$ cat src/rtl/mc_seq_ctrl_if.sv
// Shared memory port of the multicycle sequencer: one request/ack channel
// used for instruction fetch as well as loads and stores.
interface mc_seq_ctrl_if #(
    parameter int ADDR_W = 8
);
    logic              mem_req;
    logic              mem_we;
    logic [ADDR_W-1:0] mem_addr;
    logic [31:0]       mem_rdata;
    logic              mem_ack;

    modport master (
        output mem_req,
        output mem_we,
        output mem_addr,
        input  mem_rdata,
        input  mem_ack
    );

    modport slave (
        input  mem_req,
        input  mem_we,
        input  mem_addr,
        output mem_rdata,
        output mem_ack
    );
endinterface

$ cat src/rtl/mc_seq_ctrl.sv
// Multicycle RV32I sequencer: owns PC, IR and instret, and drives the
// datapath strobes. Fetch and data accesses share one req/ack memory port;
// illegal opcodes, misaligned jump targets and memory timeouts trap.
module mc_seq_ctrl #(
    parameter int              XLEN     = 32,
    parameter int              ADDR_W   = 8,
    parameter int              PC_STEP  = 4,
    parameter logic [XLEN-1:0] RESET_PC = '0,
    parameter int              TIMEOUT  = 15
) (
    input  logic                clk,
    input  logic                rst,
    input  logic                i_start,
    mc_seq_ctrl_if.master       bus,
    input  logic [XLEN-1:0]     i_imm,
    input  logic [XLEN-1:0]     i_alu_res,
    input  logic                i_branch_taken,
    output logic [XLEN-1:0]     o_pc,
    output logic [31:0]         o_ir,
    output logic                o_alu_src_imm,
    output logic                o_alu_a_pc,
    output logic                o_reg_we,
    output logic [1:0]          o_wb_sel,
    output logic [3:0]          o_state,
    output logic [1:0]          o_trap_cause,
    output logic [31:0]         o_instret
);

    typedef enum logic [3:0] {
        S_IDLE   = 4'd0,
        S_FETCH  = 4'd1,
        S_DECODE = 4'd2,
        S_OPIMM  = 4'd3,
        S_OP     = 4'd4,
        S_JAL    = 4'd5,
        S_JALR   = 4'd6,
        S_LUI    = 4'd7,
        S_AUIPC  = 4'd8,
        S_LOAD   = 4'd9,
        S_STORE  = 4'd10,
        S_BRANCH = 4'd11,
        S_TRAP   = 4'd15
    } state_t;

    localparam int              CNT_W     = (TIMEOUT > 1) ? $clog2(TIMEOUT + 1) : 1;
    localparam logic [CNT_W-1:0] TO_LAST  = CNT_W'((TIMEOUT > 0) ? TIMEOUT - 1 : 0);
    localparam bit              ALIGN_CHK = (PC_STEP == 4);

    state_t            r_state;
    state_t            w_next_state;
    logic [XLEN-1:0]   r_pc;
    logic [31:0]       r_ir;
    logic [31:0]       r_instret;
    logic [1:0]        r_trap_cause;
    logic [CNT_W-1:0]  r_wait_cnt;

    logic [XLEN-1:0]   w_next_pc;
    logic [1:0]        w_next_cause;
    logic              w_load_ir;
    logic              w_retire;
    logic              w_mem_req;
    logic              w_mem_we;
    logic [ADDR_W-1:0] w_mem_addr;
    logic              w_alu_src_imm;
    logic              w_alu_a_pc;
    logic              w_reg_we;
    logic [1:0]        w_wb_sel;
    logic              w_timeout;

    // Candidate PC values; jump targets are checked for word alignment when byte-addressed.
    logic [XLEN-1:0]   w_pc_step;
    logic [XLEN-1:0]   w_pc_imm;
    logic [XLEN-1:0]   w_jalr_target;
    logic              w_pc_imm_misal;
    logic              w_jalr_misal;

    assign w_pc_step      = r_pc + XLEN'(PC_STEP);
    assign w_pc_imm       = r_pc + i_imm;
    assign w_jalr_target  = i_alu_res & ~XLEN'(1);
    assign w_pc_imm_misal = ALIGN_CHK && (w_pc_imm[1:0] != 2'b00);
    assign w_jalr_misal   = ALIGN_CHK && (w_jalr_target[1:0] != 2'b00);
    assign w_timeout      = (TIMEOUT != 0) && (r_wait_cnt == TO_LAST);

    // FSM state register; reset abandons any outstanding memory request.
    always_ff @(posedge clk or negedge rst) begin
        if (!rst) begin
            r_state <= S_IDLE;
        end else begin
            r_state <= w_next_state;
        end
    end

    // PC, IR, trap cause, retirement count and memory wait counter.
    always_ff @(posedge clk or negedge rst) begin
        if (!rst) begin
            r_pc         <= RESET_PC;
            r_ir         <= '0;
            r_instret    <= '0;
            r_trap_cause <= 2'd0;
            r_wait_cnt   <= '0;
        end else begin
            r_pc         <= w_next_pc;
            r_trap_cause <= w_next_cause;
            if (w_load_ir) begin
                r_ir <= bus.mem_rdata;
            end
            if (w_retire) begin
                r_instret <= r_instret + 32'd1;
            end
            if (w_next_state != r_state) begin
                r_wait_cnt <= '0;
            end else if (TIMEOUT != 0 && w_mem_req && !bus.mem_ack) begin
                r_wait_cnt <= r_wait_cnt + CNT_W'(1);
            end
        end
    end

    // Next-state, next-PC and datapath strobes for the current state.
    always_comb begin
        w_next_state  = r_state;
        w_next_pc     = r_pc;
        w_next_cause  = r_trap_cause;
        w_load_ir     = 1'b0;
        w_retire      = 1'b0;
        w_mem_req     = 1'b0;
        w_mem_we      = 1'b0;
        w_mem_addr    = '0;
        w_alu_src_imm = 1'b0;
        w_alu_a_pc    = 1'b0;
        w_reg_we      = 1'b0;
        w_wb_sel      = 2'd0;
        case (r_state)
            S_IDLE: begin
                if (i_start) begin
                    w_next_state = S_FETCH;
                end
            end
            S_FETCH: begin
                w_mem_req  = 1'b1;
                w_mem_addr = r_pc[ADDR_W-1:0];
                if (bus.mem_ack) begin
                    w_load_ir    = 1'b1;
                    w_next_state = S_DECODE;
                end else if (w_timeout) begin
                    w_next_state = S_TRAP;
                    w_next_cause = 2'd2;
                end
            end
            S_DECODE: begin
                case (r_ir[6:0])
                    7'b0010011: w_next_state = S_OPIMM;
                    7'b0110011: w_next_state = S_OP;
                    7'b0110111: w_next_state = S_LUI;
                    7'b0010111: w_next_state = S_AUIPC;
                    7'b1101111: w_next_state = S_JAL;
                    7'b1100111: w_next_state = S_JALR;
                    7'b0000011: w_next_state = S_LOAD;
                    7'b0100011: w_next_state = S_STORE;
                    7'b1100011: w_next_state = S_BRANCH;
                    default: begin
                        w_next_state = S_TRAP;
                        w_next_cause = 2'd1;
                    end
                endcase
            end
            S_OPIMM: begin
                w_alu_src_imm = 1'b1;
                w_reg_we      = 1'b1;
                w_next_pc     = w_pc_step;
                w_retire      = 1'b1;
                w_next_state  = S_FETCH;
            end
            S_OP: begin
                w_reg_we     = 1'b1;
                w_next_pc    = w_pc_step;
                w_retire     = 1'b1;
                w_next_state = S_FETCH;
            end
            S_LUI: begin
                w_reg_we     = 1'b1;
                w_wb_sel     = 2'd2;
                w_next_pc    = w_pc_step;
                w_retire     = 1'b1;
                w_next_state = S_FETCH;
            end
            S_AUIPC: begin
                w_alu_a_pc    = 1'b1;
                w_alu_src_imm = 1'b1;
                w_reg_we      = 1'b1;
                w_next_pc     = w_pc_step;
                w_retire      = 1'b1;
                w_next_state  = S_FETCH;
            end
            S_JAL: begin
                if (w_pc_imm_misal) begin
                    w_next_state = S_TRAP;
                    w_next_cause = 2'd3;
                end else begin
                    w_reg_we     = 1'b1;
                    w_wb_sel     = 2'd3;
                    w_next_pc    = w_pc_imm;
                    w_retire     = 1'b1;
                    w_next_state = S_FETCH;
                end
            end
            S_JALR: begin
                w_alu_src_imm = 1'b1;
                if (w_jalr_misal) begin
                    w_next_state = S_TRAP;
                    w_next_cause = 2'd3;
                end else begin
                    w_reg_we     = 1'b1;
                    w_wb_sel     = 2'd3;
                    w_next_pc    = w_jalr_target;
                    w_retire     = 1'b1;
                    w_next_state = S_FETCH;
                end
            end
            S_BRANCH: begin
                if (i_branch_taken && w_pc_imm_misal) begin
                    w_next_state = S_TRAP;
                    w_next_cause = 2'd3;
                end else begin
                    w_next_pc    = i_branch_taken ? w_pc_imm : w_pc_step;
                    w_retire     = 1'b1;
                    w_next_state = S_FETCH;
                end
            end
            S_LOAD, S_STORE: begin
                w_alu_src_imm = 1'b1;
                w_mem_req     = 1'b1;
                w_mem_we      = (r_state == S_STORE);
                w_mem_addr    = i_alu_res[ADDR_W-1:0];
                if (bus.mem_ack) begin
                    if (r_state == S_LOAD) begin
                        w_reg_we = 1'b1;
                        w_wb_sel = 2'd1;
                    end
                    w_next_pc    = w_pc_step;
                    w_retire     = 1'b1;
                    w_next_state = S_FETCH;
                end else if (w_timeout) begin
                    w_next_state = S_TRAP;
                    w_next_cause = 2'd2;
                end
            end
            S_TRAP: begin
                if (i_start) begin
                    w_next_cause = 2'd0;
                    w_next_pc    = RESET_PC;
                    w_next_state = S_FETCH;
                end
            end
            default: begin
                w_next_state = S_IDLE;
            end
        endcase
    end

    assign bus.mem_req    = w_mem_req;
    assign bus.mem_we     = w_mem_we;
    assign bus.mem_addr   = w_mem_addr;
    assign o_pc           = r_pc;
    assign o_ir           = r_ir;
    assign o_alu_src_imm  = w_alu_src_imm;
    assign o_alu_a_pc     = w_alu_a_pc;
    assign o_reg_we       = w_reg_we;
    assign o_wb_sel       = w_wb_sel;
    assign o_state        = r_state;
    assign o_trap_cause   = r_trap_cause;
    assign o_instret      = r_instret;

endmodule

$ cat src/flat_wrapper.sv
// flat-port wrapper written by rule: the top's interface ports become plain ports
module mc_seq_ctrl_flat 
#(
    parameter int              XLEN     = 32,
    parameter int              ADDR_W   = 8,
    parameter int              PC_STEP  = 4,
    parameter logic [XLEN-1:0] RESET_PC = '0,
    parameter int              TIMEOUT  = 15
)
  (clk, rst, i_start, i_imm, i_alu_res, i_branch_taken, o_pc, o_ir, o_alu_src_imm, o_alu_a_pc, o_reg_we, o_wb_sel, o_state, o_trap_cause, o_instret, bus_mem_req, bus_mem_we, bus_mem_addr, bus_mem_rdata, bus_mem_ack);
  mc_seq_ctrl_if #(.ADDR_W(ADDR_W)) bus_i ();
  input  logic clk;
  input  logic rst;
  input  logic i_start;
  input  logic [XLEN-1:0] i_imm;
  input  logic [XLEN-1:0] i_alu_res;
  input  logic i_branch_taken;
  output logic [XLEN-1:0] o_pc;
  output logic [31:0] o_ir;
  output logic o_alu_src_imm;
  output logic o_alu_a_pc;
  output logic o_reg_we;
  output logic [1:0] o_wb_sel;
  output logic [3:0] o_state;
  output logic [1:0] o_trap_cause;
  output logic [31:0] o_instret;
  output wire logic [$bits(bus_i.mem_req)-1:0] bus_mem_req;
  output wire logic [$bits(bus_i.mem_we)-1:0] bus_mem_we;
  output wire logic [$bits(bus_i.mem_addr)-1:0] bus_mem_addr;
  input wire logic [$bits(bus_i.mem_rdata)-1:0] bus_mem_rdata;
  input wire logic [$bits(bus_i.mem_ack)-1:0] bus_mem_ack;
  assign bus_mem_req = bus_i.mem_req;
  assign bus_mem_we = bus_i.mem_we;
  assign bus_mem_addr = bus_i.mem_addr;
  assign bus_i.mem_rdata = bus_mem_rdata;
  assign bus_i.mem_ack = bus_mem_ack;
  mc_seq_ctrl #(.XLEN(XLEN), .ADDR_W(ADDR_W), .PC_STEP(PC_STEP), .RESET_PC(RESET_PC), .TIMEOUT(TIMEOUT)) u_core (.clk(clk), .rst(rst), .i_start(i_start), .bus(bus_i), .i_imm(i_imm), .i_alu_res(i_alu_res), .i_branch_taken(i_branch_taken), .o_pc(o_pc), .o_ir(o_ir), .o_alu_src_imm(o_alu_src_imm), .o_alu_a_pc(o_alu_a_pc), .o_reg_we(o_reg_we), .o_wb_sel(o_wb_sel), .o_state(o_state), .o_trap_cause(o_trap_cause), .o_instret(o_instret));
endmodule
$ cat config.mk
export PLATFORM = sky130hd
export DESIGN_NAME = mc_seq_ctrl_flat
export DESIGN_NICKNAME = d
export VERILOG_FILES = /design/src/rtl/mc_seq_ctrl_if.sv /design/src/rtl/mc_seq_ctrl.sv /design/src/flat_wrapper.sv
export SDC_FILE = /design/constraint.sdc
export NUM_CORES = 1
export LEC_CHECK = 0
export BUFFER_PORTS_ARGS = -buffer_cell sky130_fd_sc_hd__buf_2
export CAP_MARGIN = 5
export CELL_PAD_IN_SITES_DETAIL_PLACEMENT = 0
export CELL_PAD_IN_SITES_GLOBAL_PLACEMENT = 1
export CORE_MARGIN = 4
export CORE_UTILIZATION = 43
export CTS_BUF_LIST = sky130_fd_sc_hd__clkbuf_4 sky130_fd_sc_hd__clkbuf_8
export DETAILED_ROUTE_END_ITERATION = 16
export PLACE_DENSITY = 0.95
export SYNTH_ARGS = -nofsm -noshare
export SYNTH_HDL_FRONTEND = slang
export SYNTH_SLANG_ARGS = --single-unit
export TNS_END_PERCENT = 30
$ cat constraint.sdc
create_clock -name clk -period 5.76 [get_ports clk]
set_clock_uncertainty 0.2 [all_clocks]
set_input_delay 0.576 -clock clk [delete_from_list [all_inputs] [get_ports clk]]
set_output_delay 0.576 -clock clk [all_outputs]
set_load 0.01 [all_outputs]
==> results.cfg <==
[status]
outcome = finished, violations left
violations = hold timing

[hold_path]
min_path_type = in2async

[power_and_ir_drop]
p_leak_nw = 4.26
p_per_area_nw_per_um2 = 459
ir_drop_uv = 189

[cts]
cts_setup_buffers = 0
root_buffer = clkbuf_8
cts_max_path_buffers = 2
cts_tree = built
ctsHoldBuffers = 0
clk_pin_slew_ns = 0.11
cts_resized = 0
numClockSinks = 106
cts_max_level = 3
cts_buffers = 9
worst_skew_pair.late_latency_ns = 0.39

[global_route]
grt_usage = 0.217
grt_pass1_vias = 6840
grt-ovfl-total = 0
grt_max_degree = 55
antenna_found_initial = 0
grt_pass1_wl_mm = 35.4

[logic_synthesis]
yosys.area_share.adder = 0.0626
synth_top_area_frac = 0.354
ys_top_cells_by_area = dfrtp_1 (35%), ha_1 (5.8%), mux2_2 (5.7%)
synth.distinct_cells = 78
yosysTopAreaCell = dfrtp_1
netlist_instances = 827
ys_seq_area_frac = 0.354
yosys.area_share.simple = 0.200
synth_edf_count = 0
syn_avg_cell_area_sq_um = 9.06
synth_xor_area_frac = 0.0795
async_flop_share = 1.00
muxShareOfSynthArea = 0.0598
ys_ff_latch = 106
synth.cell_area_sq_um = 7490
synth.net_count = 964
synth-compound-area-share = 0.214
synth_top_family_by_area = compound AO/OA/AOI/OAI gates
yosys_most_used_dff = dfrtp_1
yosys_warnings = 0

[sta]
finalMaxSlewViolations = 0
fmax_ghz = 0.256
worstMarginPinSlew_ns = 0.968
setup_violations = 0
fin_crit_ns = 3.91
timing.hold.ws_ns = -0.00413
tns_ns = 0
hold_viol_final = 6
grt_setup_unrepaired = no
period_share = 0.678
max-slew-margin-rel = 0.353

[worst_setup_path]
cp_cell_sequence = or3b_1 > a21boi_4 > a32o_2 > a31o_2 > nor2_1 > a221o_1
crit_cells = 6
cp_data_required_time_ns = 5.84
cp_num_buf_inv = 0
crit_path_max_incr_delay_ns = 0.80
cp_top_family = compound AO/OA/AOI/OAI gates
cp_slowest_cell = dfrtp_1
start_kind = flip-flop
critical_path_class = reg2reg
r2r_cells = 6
arrival_ns = 3.98
worstSetupEndpointType = flip-flop
critPathMaxFanout = 48

[final_layout]
layout-drive-gt1-share = 0.302
final_cell_area_sq_um = 8950
fin_util = 0.532
final_common_cell = buf_2
final_cell_mix = buf_2 (216), dfrtp_1 (106), nand2_1 (71)
nets = 1165
syn2layout_area_growth_pct = 19.5
antenna_cells = 0

[floorplanning]
pin_count = 218
die_area_sq_um = 19600
core_area_sq_um = 16800
die_y_microns = 140
die_x_microns = 140
initial_utilization = 0.445
rows = 47

[placed_design]
place_congestion = 0.950
hpwlAfterDp_mm = 16.8
placed_cell_area_sq_um = 8750
numPortBuffers = 217

[routing]
firstDrtPassIters = 6
ant_nets = 0
postRouteWirelength_mm = 21.9
drc = 0
wl_per_cell_microns = 17.5
viasPerCell = 5.74
drt_iter0_drc = 449
dr_total_vias = 7193

[flow_run]
cap_viol_max_count = 0
[state kept, by name, summed over array words and instances, names as in the netlist]
| name | count |
|---|---|
| u_core.o_trap_cause | 2 |
| u_core.o_ir | 32 |
| u_core.o_instret | 32 |
| u_core.r_wait_cnt | 4 |
| u_core.o_state | 4 |
| u_core.o_pc | 32 |
[final timing paths]
kind                                 startpoint  slack (ns)                   end
setup / recovery              u_core.o_state[2]        1.85       u_core.o_pc[11]
hold / removal                              rst      -0.004        u_core.o_ir[6]
setup reg to reg              u_core.o_state[2]        1.85       u_core.o_pc[11]
hold reg to reg            u_core.o_instret[31]        0.28  u_core.o_instret[31]
max in group asynchronous                   rst        4.22  u_core.r_wait_cnt[3]
min in group clk              bus_mem_rdata[14]        0.21       u_core.o_ir[14]
[stage by stage]
stage	hold WS [ns]	cells	total power [mW]	setup WS, ns
floorplan	0.0804	827	2.91	2.58
CTS	0.0166	1253	4.12	1.88
global placement	0.262	1237	3.60	2.02
detailed placement	0.265	1237	3.64	1.90
global route	0.0468	1253	4.45	1.66
finish	-0.00413	1253	4.11	1.85
[final cells by class]
class	instances	area, sq um
Fill cell	1577	7870
Multi-Input combinational cell	670	4620
Sequential cell	106	2650
Timing Repair Buffer	223	1130
Tap cell	220	275
Clock buffer	9	124
Clock inverter	7	77.6
Inverter	18	67.6
[kinds of logic (layout without fill, tap and decap cells)]
family / Yosys count / in the layout
compound gates: 238 / 238
xor+xnor: 68 / 68
fa+ha+maj: 37 / 37
buf+inv: 51 / 257
flops: 106 / 106
mux: 40 / 40
simple gates: 287 / 287
[Yosys cell counts, types with 8 or more instances]
master / number
nor2_1: 71
and3_1: 11
xnor2_1: 33
nand4_1: 12
o21a_1: 10
nand2b_1: 8
nor4_1: 8
dfrtp_1: 106
nor3_1: 16
mux2_2: 38
a21oi_1: 61
clkbuf_1: 13
a221oi_1: 10
o221ai_1: 8
a21o_1: 15
xor2_1: 35
o21ai_0: 50
ha_1: 35
nand3_1: 30
a22o_1: 8
and2_1: 9
inv_1: 17
a31oi_1: 11
nand2_1: 71
buf_2: 14
[power by group]
group | switching, mW | internal, mW
combinational | 1.31 | 1.01
sequential | 0.332 | 0.984
clock | 0.298 | 0.174
total | 1.94 | 2.17
[routing by layer]
layer | GRT usage | wire (microns)
met1 | 0.305 | 9630
met2 | 0.356 | 10300
met3 | 0.0399 | 1780
met4 | 0.0403 | 248
met5 | 0 | 0
Note: power is estimated with default switching activity, not from simulation.
